File: config.mk
export PLATFORM = sky130hd
export DESIGN_NAME = nibble_add_seq
export DESIGN_NICKNAME = d
export VERILOG_FILES = /design/src/rtl/nibble_add_seq.sv
export SDC_FILE = /design/constraint.sdc
export NUM_CORES = 1
export LEC_CHECK = 0
export CAP_MARGIN = 20
export CORE_ASPECT_RATIO = 1.4
export CORE_MARGIN = 2
export CORE_UTILIZATION = 55
export CTS_BUF_LIST = sky130_fd_sc_hd__clkbuf_4
export CTS_CLUSTER_SIZE = 12
export DETAILED_ROUTE_END_ITERATION = 8
export DONT_BUFFER_PORTS = 1
export PLACE_DENSITY = 0.79
export SYNTH_ARGS = -nofsm -noshare
export SYNTH_HDL_FRONTEND = slang
export SYNTH_SLANG_ARGS = --single-unit
File: constraint.sdc
create_clock -name clk -period 3.45 [get_ports clk]
set_input_delay 1.035 -clock clk [delete_from_list [all_inputs] [get_ports clk]]
set_output_delay 1.035 -clock clk [all_outputs]
set_load 0.01 [all_outputs]
File: src/rtl/nibble_add_seq.sv
// Multi-nibble add/subtract that reuses one 4-bit adder slice over N = W/4 cycles,
// least-significant nibble first, with valid/ready handshakes on both sides.
module nibble_add_seq #(
    parameter  int W  = 8,                          // multiple of 4, at least 4
    localparam int N  = W / 4,
    localparam int IW = (N > 1) ? $clog2(N) : 1
) (
    input  logic          clk,
    input  logic          rst,
    input  logic          in_valid,
    output logic          in_ready,
    input  logic [W-1:0]  a,
    input  logic [W-1:0]  b,
    input  logic          op,
    output logic          out_valid,
    input  logic          out_ready,
    output logic [W:0]    sum,
    output logic          busy,
    output logic [IW-1:0] nib_idx
);

    typedef enum logic [1:0] {
        IDLE = 2'd0,
        RUN  = 2'd1,
        DONE = 2'd2
    } state_t;

    state_t        state_q;
    logic [W-1:0]  a_q;
    logic [W-1:0]  b_q;
    logic          carry_q;
    logic [IW-1:0] idx_q;
    logic [W:0]    res_q;
    logic          out_valid_q;

    logic [3:0]    a_nib_d;
    logic [3:0]    b_nib_d;
    logic [4:0]    t_d;
    logic          last_nib_d;

    // Operand nibble select feeding the single shared 4-bit slice.
    // NOTE: every always_comb output gets a default first so no latch is inferred.
    always_comb begin
        a_nib_d = '0;
        b_nib_d = '0;
        for (int i = 0; i < N; i++) begin
            if (idx_q == IW'(i)) begin
                a_nib_d = a_q[i*4 +: 4];
                b_nib_d = b_q[i*4 +: 4];
            end
        end
        t_d        = {1'b0, a_nib_d} + {1'b0, b_nib_d} + {4'b0000, carry_q};
        last_nib_d = (idx_q == IW'(N - 1));
    end

    // NOTE: sequential state uses non-blocking assignments only.
    always_ff @(posedge clk or posedge rst) begin
        if (rst) begin
            state_q     <= IDLE;
            a_q         <= '0;
            b_q         <= '0;
            carry_q     <= 1'b0;
            idx_q       <= '0;
            res_q       <= '0;
            out_valid_q <= 1'b0;
        end else begin
            case (state_q)
                IDLE: begin
                    if (in_valid) begin
                        // Subtract folds into the adder as A + ~B with carry-in 1.
                        a_q     <= a;
                        b_q     <= op ? ~b : b;
                        carry_q <= op;
                        idx_q   <= '0;
                        res_q   <= '0;
                        state_q <= RUN;
                    end
                end
                RUN: begin
                    for (int i = 0; i < N; i++) begin
                        if (idx_q == IW'(i)) begin
                            res_q[i*4 +: 4] <= t_d[3:0];
                        end
                    end
                    carry_q <= t_d[4];
                    idx_q   <= idx_q + IW'(1);
                    if (last_nib_d) begin
                        res_q[W]    <= t_d[4];
                        out_valid_q <= 1'b1;
                        state_q     <= DONE;
                    end
                end
                DONE: begin
                    if (out_ready) begin
                        out_valid_q <= 1'b0;
                        idx_q       <= '0;
                        state_q     <= IDLE;
                    end
                end
                default: begin
                    out_valid_q <= 1'b0;
                    state_q     <= IDLE;
                end
            endcase
        end
    end

    assign in_ready  = (state_q == IDLE);
    assign busy      = (state_q != IDLE);
    assign out_valid = out_valid_q;
    assign sum       = res_q;
    assign nib_idx   = idx_q;

endmodule
# --- Word level (Yosys, flattened, before mapping) ---
# Cells that the tools add are included.
word_totals:
  ff_bits: 30
  inputBits: 21
  output_inout_bits: 13
  wordCells: 49
classes:
  add_sub_neg: 3
  eq_ne: 6
  muxes: 19
  n_bitwise: 2
  n_reduce_logical: 11
ops:
  columns: ["operator", "n"]
  rows:
  - ["9-bit case mux with 2 select lines", 1]
  - ["4-bit two-way mux", 4]
  - ["3-bit AND reduction", 5]
  - ["9-bit two-way mux", 1]
  - ["8-bit two-way mux", 1]
  - ["2-bit != test (second input constant)", 4]
  - ["8-bit inverter", 1]
  - ["2-bit two-way mux", 3]
  - ["1-bit case mux with 3 select lines", 2]
  - ["2-bit case mux with 3 select lines", 1]
  - ["4-bit by 4-bit adder with 5-bit output", 1]
  - ["5-bit by 1-bit adder with 5-bit output", 1]
  - ["1-bit two-way mux", 5]
  - ["2-bit AND reduction", 2]
  - ["2-bit nonzero test", 2]
  - ["3-bit nonzero test", 1]
  - ["2-bit by 1-bit == test with 1-bit output (second input constant)", 1]
  - ["2-bit == test (second input constant)", 1]
  - ["2-bit zero test", 1]
  - ["1-bit case mux with 2 select lines", 1]
  - ["1-bit adder (second input constant)", 1]
  - ["1-bit inverter", 1]

# --- Depth between registers and ports, before layout ---
# Gate-level depths: netlist (run 1).
logic_depth:
  depth_word: 5
  mapped_depth: 7
  depth_no_buf: 6

# --- Worst setup path before layout (run 1) ---
# Ideal clock, no wire load.
synth_path:
  kind: "register to register"
  startpoint: "reg idx_q, in the netlist nib_idx"
  endpoint: "reg res_q[6], in the netlist sum[6]"
  setup_time_ns: 0.125
  arrival_ns: 2.361
  required_ns: 3.325
  path_slack_ns: 0.964
  stages_incl_launch_ff: 8
  path_buffers: 1
  period_less_slack_ns: 2.486
  path_cell_list: "dfrtp_1 -> buf_2 -> mux2_2 -> fa_1 -> fa_1 -> xor2_1 -> and2_1 -> mux2_2"
synth_via:
  elab_chain_cells: 5
  elab_cells_between_ends: 8
  classes_between: "add/sub (2); eq/ne (1); mux (4); reduce/logical (1)"
synth_lines:
  columns: ["element", "line_no", "source"]
  rows:
  - ["from (decl)", "32", "logic [IW-1:0] idx_q;"]
  - ["from (signal assigned)", "86", "idx_q <= idx_q + IW'(1);"]
  - ["4-bit two-way mux", "47", "if (idx_q == IW'(i)) begin"]
  - ["4-bit by 4-bit adder with 5-bit output", "52", "t_d = {1'b0, a_nib_d} + {1'b0, b_nib_d} + {4'b0000, carry_q};"]
  - ["5-bit by 1-bit adder with 5-bit output", "52", null]
  - ["4-bit two-way mux", "81", "if (idx_q == IW'(i)) begin"]
  - ["9-bit case mux with 2 select lines", "67", "case (state_q)"]
  - ["to (signal, indexed assignment)", "82", "res_q[i*4 +: 4] <= t_d[3:0];"]
  - ["to (signal, indexed assignment)", "88", "res_q[W] <= t_d[4];"]
  - ["to (decl)", "33", "logic [W:0] res_q;"]
# Several ways; a longest one is shown, not always the timed one. The select of a mux whose other input is x is not followed.
# A chain may end at the register's enable or synchronous reset.

# --- Worst setup path after layout (run 1) ---
layout_path:
  startpoint: "reg state_q[1]"
  endpoint: "out in_ready"
layout_via:
  elab_chain_cells: 1
layout_lines:
  columns: ["element", "line_no", "source"]
  rows:
  - ["from (decl)", "28", "state_t state_q;"]
  - ["from (signal assigned)", "59", "state_q <= IDLE;"]
  - ["from (signal assigned)", "76", "state_q <= RUN;"]
  - ["from (signal assigned)", "90", "state_q <= DONE;"]
  - ["2-bit zero test", "108", "assign in_ready = (state_q == IDLE);"]
  - ["to (decl)", "11", "output logic in_ready,"]
# No other way between the ends.

==> impl_metrics.toml, run 1 <==
[run_status]
status = "finished clean"

[drt]
wl_per_cell_um = 15.5
drt_first_pass_iters = 4
via_per_inst = 5.54
drc_errors = 0
vias = 920
drt_iter0_drc = 22
final_antenna_net_count = 0
wirelength_mm = 2.58

[synth]
synthArstFlopShare_pct = 100
synthCells = 127
synth_top_area_cell = "dfrtp_1"
syn_area_per_cell_sq_um = 12.2
synth_warnings = 0
ys_ff_latch = 30
synth_top_cell_area_share_pct = 48.5
synth_commonest_cells = "30 x dfrtp_1, 20 x mux2_2, 10 x a21oi_1, 10 x nor2_1, 8 x xnor2_1"
synth.most_common_cell = "dfrtp_1"
yosys-top-cells-area = "dfrtp_1 49%, mux2_2 15%, xnor2_1 4.5%, a21oi_1 3.2%, buf_6 2.9%"
yosysSeqAreaShare_pct = 48.5
synthesis.area_sq_um = 1550
synth_edf_count = 0
synth_ff_type = "dfrtp_1"
synth_fp_nets = 153
synth.distinct_cells = 32

[final_layout]
drive_gt1_share_pct = 27.7
synthToLayoutAreaGrowth_pct = 4.85
post-route-util_pct = 61.4
diodes = 0
fin_nets = 157
nFillCells = 236

[cts]
cts_buffers = 5
cts_setup_buffers = 0
htree_num_levels = 2
cts_sinks = 30
cts_buffer_depth = 2
cts-root-buf = "clkbuf_4"
cts_resized = 0
cts_tree = "done"
insertion_delay_ns = 0.32
path_clk_slew_ns = 0.09
cts_hold_buf = 0

[setup_path]
arrival_ns = 1.34
endpoint_kind = "output port"
worst_ep_required_time_ns = 2.41
start_kind = "flop"
crit_type = "flop to output port"
path_max_fanout = 10

[global_routing]
groute.layer.met1.usage_pct = 19.2
antenna_found_initial = 0
grt_pass1_vias = 943
grt-busiest-layer = "met2"
grt.overflow.total = 0
grt_usage_pct = 18.3
grt_pass1_wl_mm = 4.31
grt_start_max_net_pins = 31
use_met2_pct = 33.2
grtUsageMet3_pct = 6.28

[sta]
tightest_slew_ns = 0.673
final.setup.tns_ns = 0
hold_viol_final = 0
slew_headroom_pct = 55.1
max_freq_ghz = 0.421
setup_viol = 0
finClkSkew_ns = 0.00753
drv_slew = 0
period_share_pct = 68.8
period_needed_ns = 2.37
grt_setup_unrepaired = "false"

[power_and_ir_drop]
vdd_drop_max_mv = 0.569
p_per_area_nw_per_um2 = 1040
p_int_mw = 1.03
seq_power_share_pct = 38.7
p_comb_share_pct = 50.9
p_sw_mw = 0.653
clkPwrFrac_pct = 10.5
swShare_pct = 38.7
leakagePower_nw = 0.706

[floorplan]
core_area_sq_um = 2640
num_rows = 22
die_w_um = 48.8
initial_core_util_pct = 58.6
die_h_um = 66.8
ios = 34
die-area_sq_um = 3260

[place]
io_buffers = 0
gp_congestion = 0.769
hpwl_mm = 1.95

[worst_hold_path]
hold_class = "flop to flop"

[flow_run]
maxCapViolations = 0
[cell type report]
cell class | count | area [sq um] | share of cell area, %
inverter | 4 | 15.0 | 0.925
sequential | 30 | 751 | 46.3
clock buffer | 5 | 37.5 | 2.31
multi-input combinational | 87 | 728 | 44.9
tap | 36 | 45.0 | 2.78
timing repair buffer | 3 | 42.5 | 2.62
clock inverter | 1 | 3.75 | 0.231
[cell usage in the layout (no fill, tap or decap), types with 2 or more instances in the layout]
cell      count
a21oi_1      10
a21oi_2       2
and2_1        3
buf_4         2
clkbuf_4      5
dfrtp_1      30
fa_1          2
ha_1          3
inv_1         4
mux2_2       20
mux2_4        3
nand2_1       6
nand2b_1      2
nand3b_1      2
nor2_1       10
o32ai_1       2
xnor2_1       8
[logic make-up after synthesis]
group	synth area share, %
and+or+nand+nor	11.1
DFF	48.5
muxes	17.5
AOI/OAI and AO/OA	8.41
buffers and inverters	4.45
xor gates and xnor gates	5.09
adders and majority gates	5.01
[path summary, 6_finish.rpt]
kind / startpoint / end / slack [ns] / cells past startpoint
worst max-delay path: state_q[1] / in_ready / 1.08 / 2
worst min-delay path: a_q[3] / a_q[3] / 0.51 / 1
worst max register to register: nib_idx / sum[6] / 1.18 / 6
worst min register to register: a_q[3] / a_q[3] / 0.51 / 1
max in group asynchronous: rst / a_q[4] / 2.36 / 2
min in group asynchronous: rst / out_valid / 0.62 / 1
[critical path: stages (launching register included)]
cell	delay, ns
dfrtp_1	0.52
or2_2	0.39
inv_1	0.11
[metrics by stage]
step	hold WS, ns	cells	total power, mW	area [sq um]	setup slack (ns)
after global routing	0.538	166	1.84	1620	1.02
final	0.507	166	1.69	1620	1.08
after CTS	0.513	165	1.70	1600	1.06
after floorplan	0.475	127	1.38	1550	0.964
after detailed placement	0.491	159	1.52	1550	1.19
after global placement	0.487	159	1.48	1550	1.24
[routing by layer]
metal  up-vias  part of all wire [%]
li1        443                     -
met1       450                    39
met2        25                    55
met3         2                   4.9
met4         0                  0.58
met5         -                     0
[state kept, by name, indices dropped and copies added (netlist names)]
register,cells
a_q,8
state_q,2
b_q,8
carry_q,1
sum,9
nib_idx,1
out_valid,1
[power by group through the flow]
stage | clock, mW | combinational [mW] | sequential, mW
floorplan | 0 | 0.774 | 0.607
global placement | 0 | 0.827 | 0.653
detailed placement | 0 | 0.862 | 0.661
CTS | 0.183 | 0.868 | 0.654
global route | 0.198 | 0.968 | 0.678
finish | 0.176 | 0.858 | 0.653
(Power assumes the default switching activity.)
==> run 2: changes to the inputs <==
Settings changed: PLACE_DENSITY 0.79 to 0.82.
Clock period 3.45 ns to 1.95 ns, I/O delays scaled along.
==> impl_metrics.toml, run 2 (same netlist as run 1, synthesis figures left out) <==
[drt]
wl_per_cell_um = 15.8
drt_iter0_drc = 8
wirelength_mm = 2.74
drc_errors = 0
drt_first_pass_iters = 4
via_per_inst = 5.48
vias = 948
final_antenna_net_count = 0

[flow_run]
maxCapViolations = 0

[final_layout]
mostFrequentLayoutCell = "dfrtp_1"
multi_input_area_sq_um = 818
fin_nets = 162
layout_common_cells = "27 x dfrtp_1, 12 x mux2_2, 11 x mux2_4, 10 x nor2_1, 10 x a21oi_1"
largest_register_ff_count = 9
nFillCells = 215
register_area_sq_um = 754
post-route-util_pct = 66.6
drive_gt1_share_pct = 40.9
synthToLayoutAreaGrowth_pct = 13.7
diodes = 0

[power_and_ir_drop]
leakagePower_nw = 0.768
vdd_drop_max_mv = 1.03
p_per_area_nw_per_um2 = 2010

[floorplan]
die-area_sq_um = 3260
die_w_um = 48.8
die_h_um = 66.8
core_area_sq_um = 2640
initial_core_util_pct = 58.6
ios = 34
num_rows = 22

[place]
gp_congestion = 0.857
pre_cts_ws_ns = -0.222
io_buffers = 0
hpwl_mm = 1.97

[sta]
period_share_pct = 110
hold_viol_final = 0
setup_ws_ns = -0.189
grt_setup_unrepaired = "true"
drv_slew = 0
timing.hold.ws_ns = 0.209
tightest_slew_ns = 0.374
final.setup.tns_ns = -0.990
finClkSkew_ns = 0.0149
period_needed_ns = 2.14
slew_headroom_pct = 75.1
max_freq_ghz = 0.468
setup_viol = 8

[cts]
cts_sinks = 30
path_clk_slew_ns = 0.10
cts_tree = "done"
htree_num_levels = 2
cts_buffers = 5
cts_buffer_depth = 2
cts-root-buf = "clkbuf_4"
insertion_delay_ns = 0.33

[run_status]
status = "complete, but fails checks"
failed_checks = "negative setup slack"

[setup_path]
reg2reg_depth = 6
crit_chain = "mux2_4 > fa_2 > fa_2 > xor2_1 > and2_4 > mux2_4"
cp_num_buf_inv = 0
crit_family = "adder cells"
start_kind = "flop"
reg2reg_slack_ns = -0.19
critical_path.max_stage_delay_ns = 0.45
crit_slowest_cell = "dfrtp_2"
endpoint_kind = "flop"
crit_type = "flop to flop"
path_max_fanout = 4
timing.rr.start = "nib_idx"
r2r-end = "sum[2]"
arrival_ns = 2.36
worst_ep_required_time_ns = 2.18

[worst_hold_path]
hold_class = "input port to async pin"

[global_routing]
grt_pass1_vias = 1031
grt.overflow.total = 0
antenna_found_initial = 0
grt_pass1_wl_mm = 4.71
grt_usage_pct = 19.6
grt_start_max_net_pins = 31
-- run 2: cell type report --
| type | instances | share of cell area (%) |
|---|---|---|
| multi-input cells | 87 | 46.5 |
| clock inverters | 2 | 0.498 |
| flip-flops and latches | 30 | 42.9 |
| inverters | 4 | 0.853 |
| well taps | 36 | 2.56 |
| clock buffers | 6 | 2.56 |
| repair buffers | 8 | 4.13 |
-- run 2: where the power goes --
group          internal, mW  leakage [nW]  switching, mW
Sequential            0.916         0.356          0.257
Combinational          1.14         0.378          0.878
Clock                 0.149        0.0331          0.202
Total                  2.20         0.768           1.34
-- run 2: stage by stage --
step | instance area, sq um | power [mW] | std cells
floorplan | 1570 | 2.51 | 127
global placement | 1600 | 2.74 | 163
detailed placement | 1600 | 2.82 | 163
CTS | 1710 | 3.40 | 172
global route | 1760 | 3.83 | 173
finish | 1760 | 3.54 | 173
-- run 2: what timing repair did --
| action | in CTS | in global routing |
|---|---|---|
| hold endpoints to repair | 0 | 0 |
| hold buffers | 0 | 0 |
| resized for setup | 11 | 8 |
| setup endpoints to repair | 8 | 9 |
| pin swaps | 4 | 4 |
| setup buffers | 1 | 1 |
-- run 2: metal layers --
layer  routed length (um)  global-route usage [%]
met5                    0                       0
met4                   50                    8.57
met3                  125                    5.83
met2                 1450                    33.2
met1                 1110                    23.2
-- run 2: worst max path at each step --
| stage | endpoint | start | cells past startpoint |
|---|---|---|---|
| after floorplan | sum[6] | nib_idx | 7 |
| after global placement | sum[6] | nib_idx | 6 |
| after detailed placement | sum[2] | nib_idx | 6 |
| after CTS | sum[2] | nib_idx | 6 |
| after global routing | sum[2] | nib_idx | 6 |
| final | sum[2] | nib_idx | 6 |
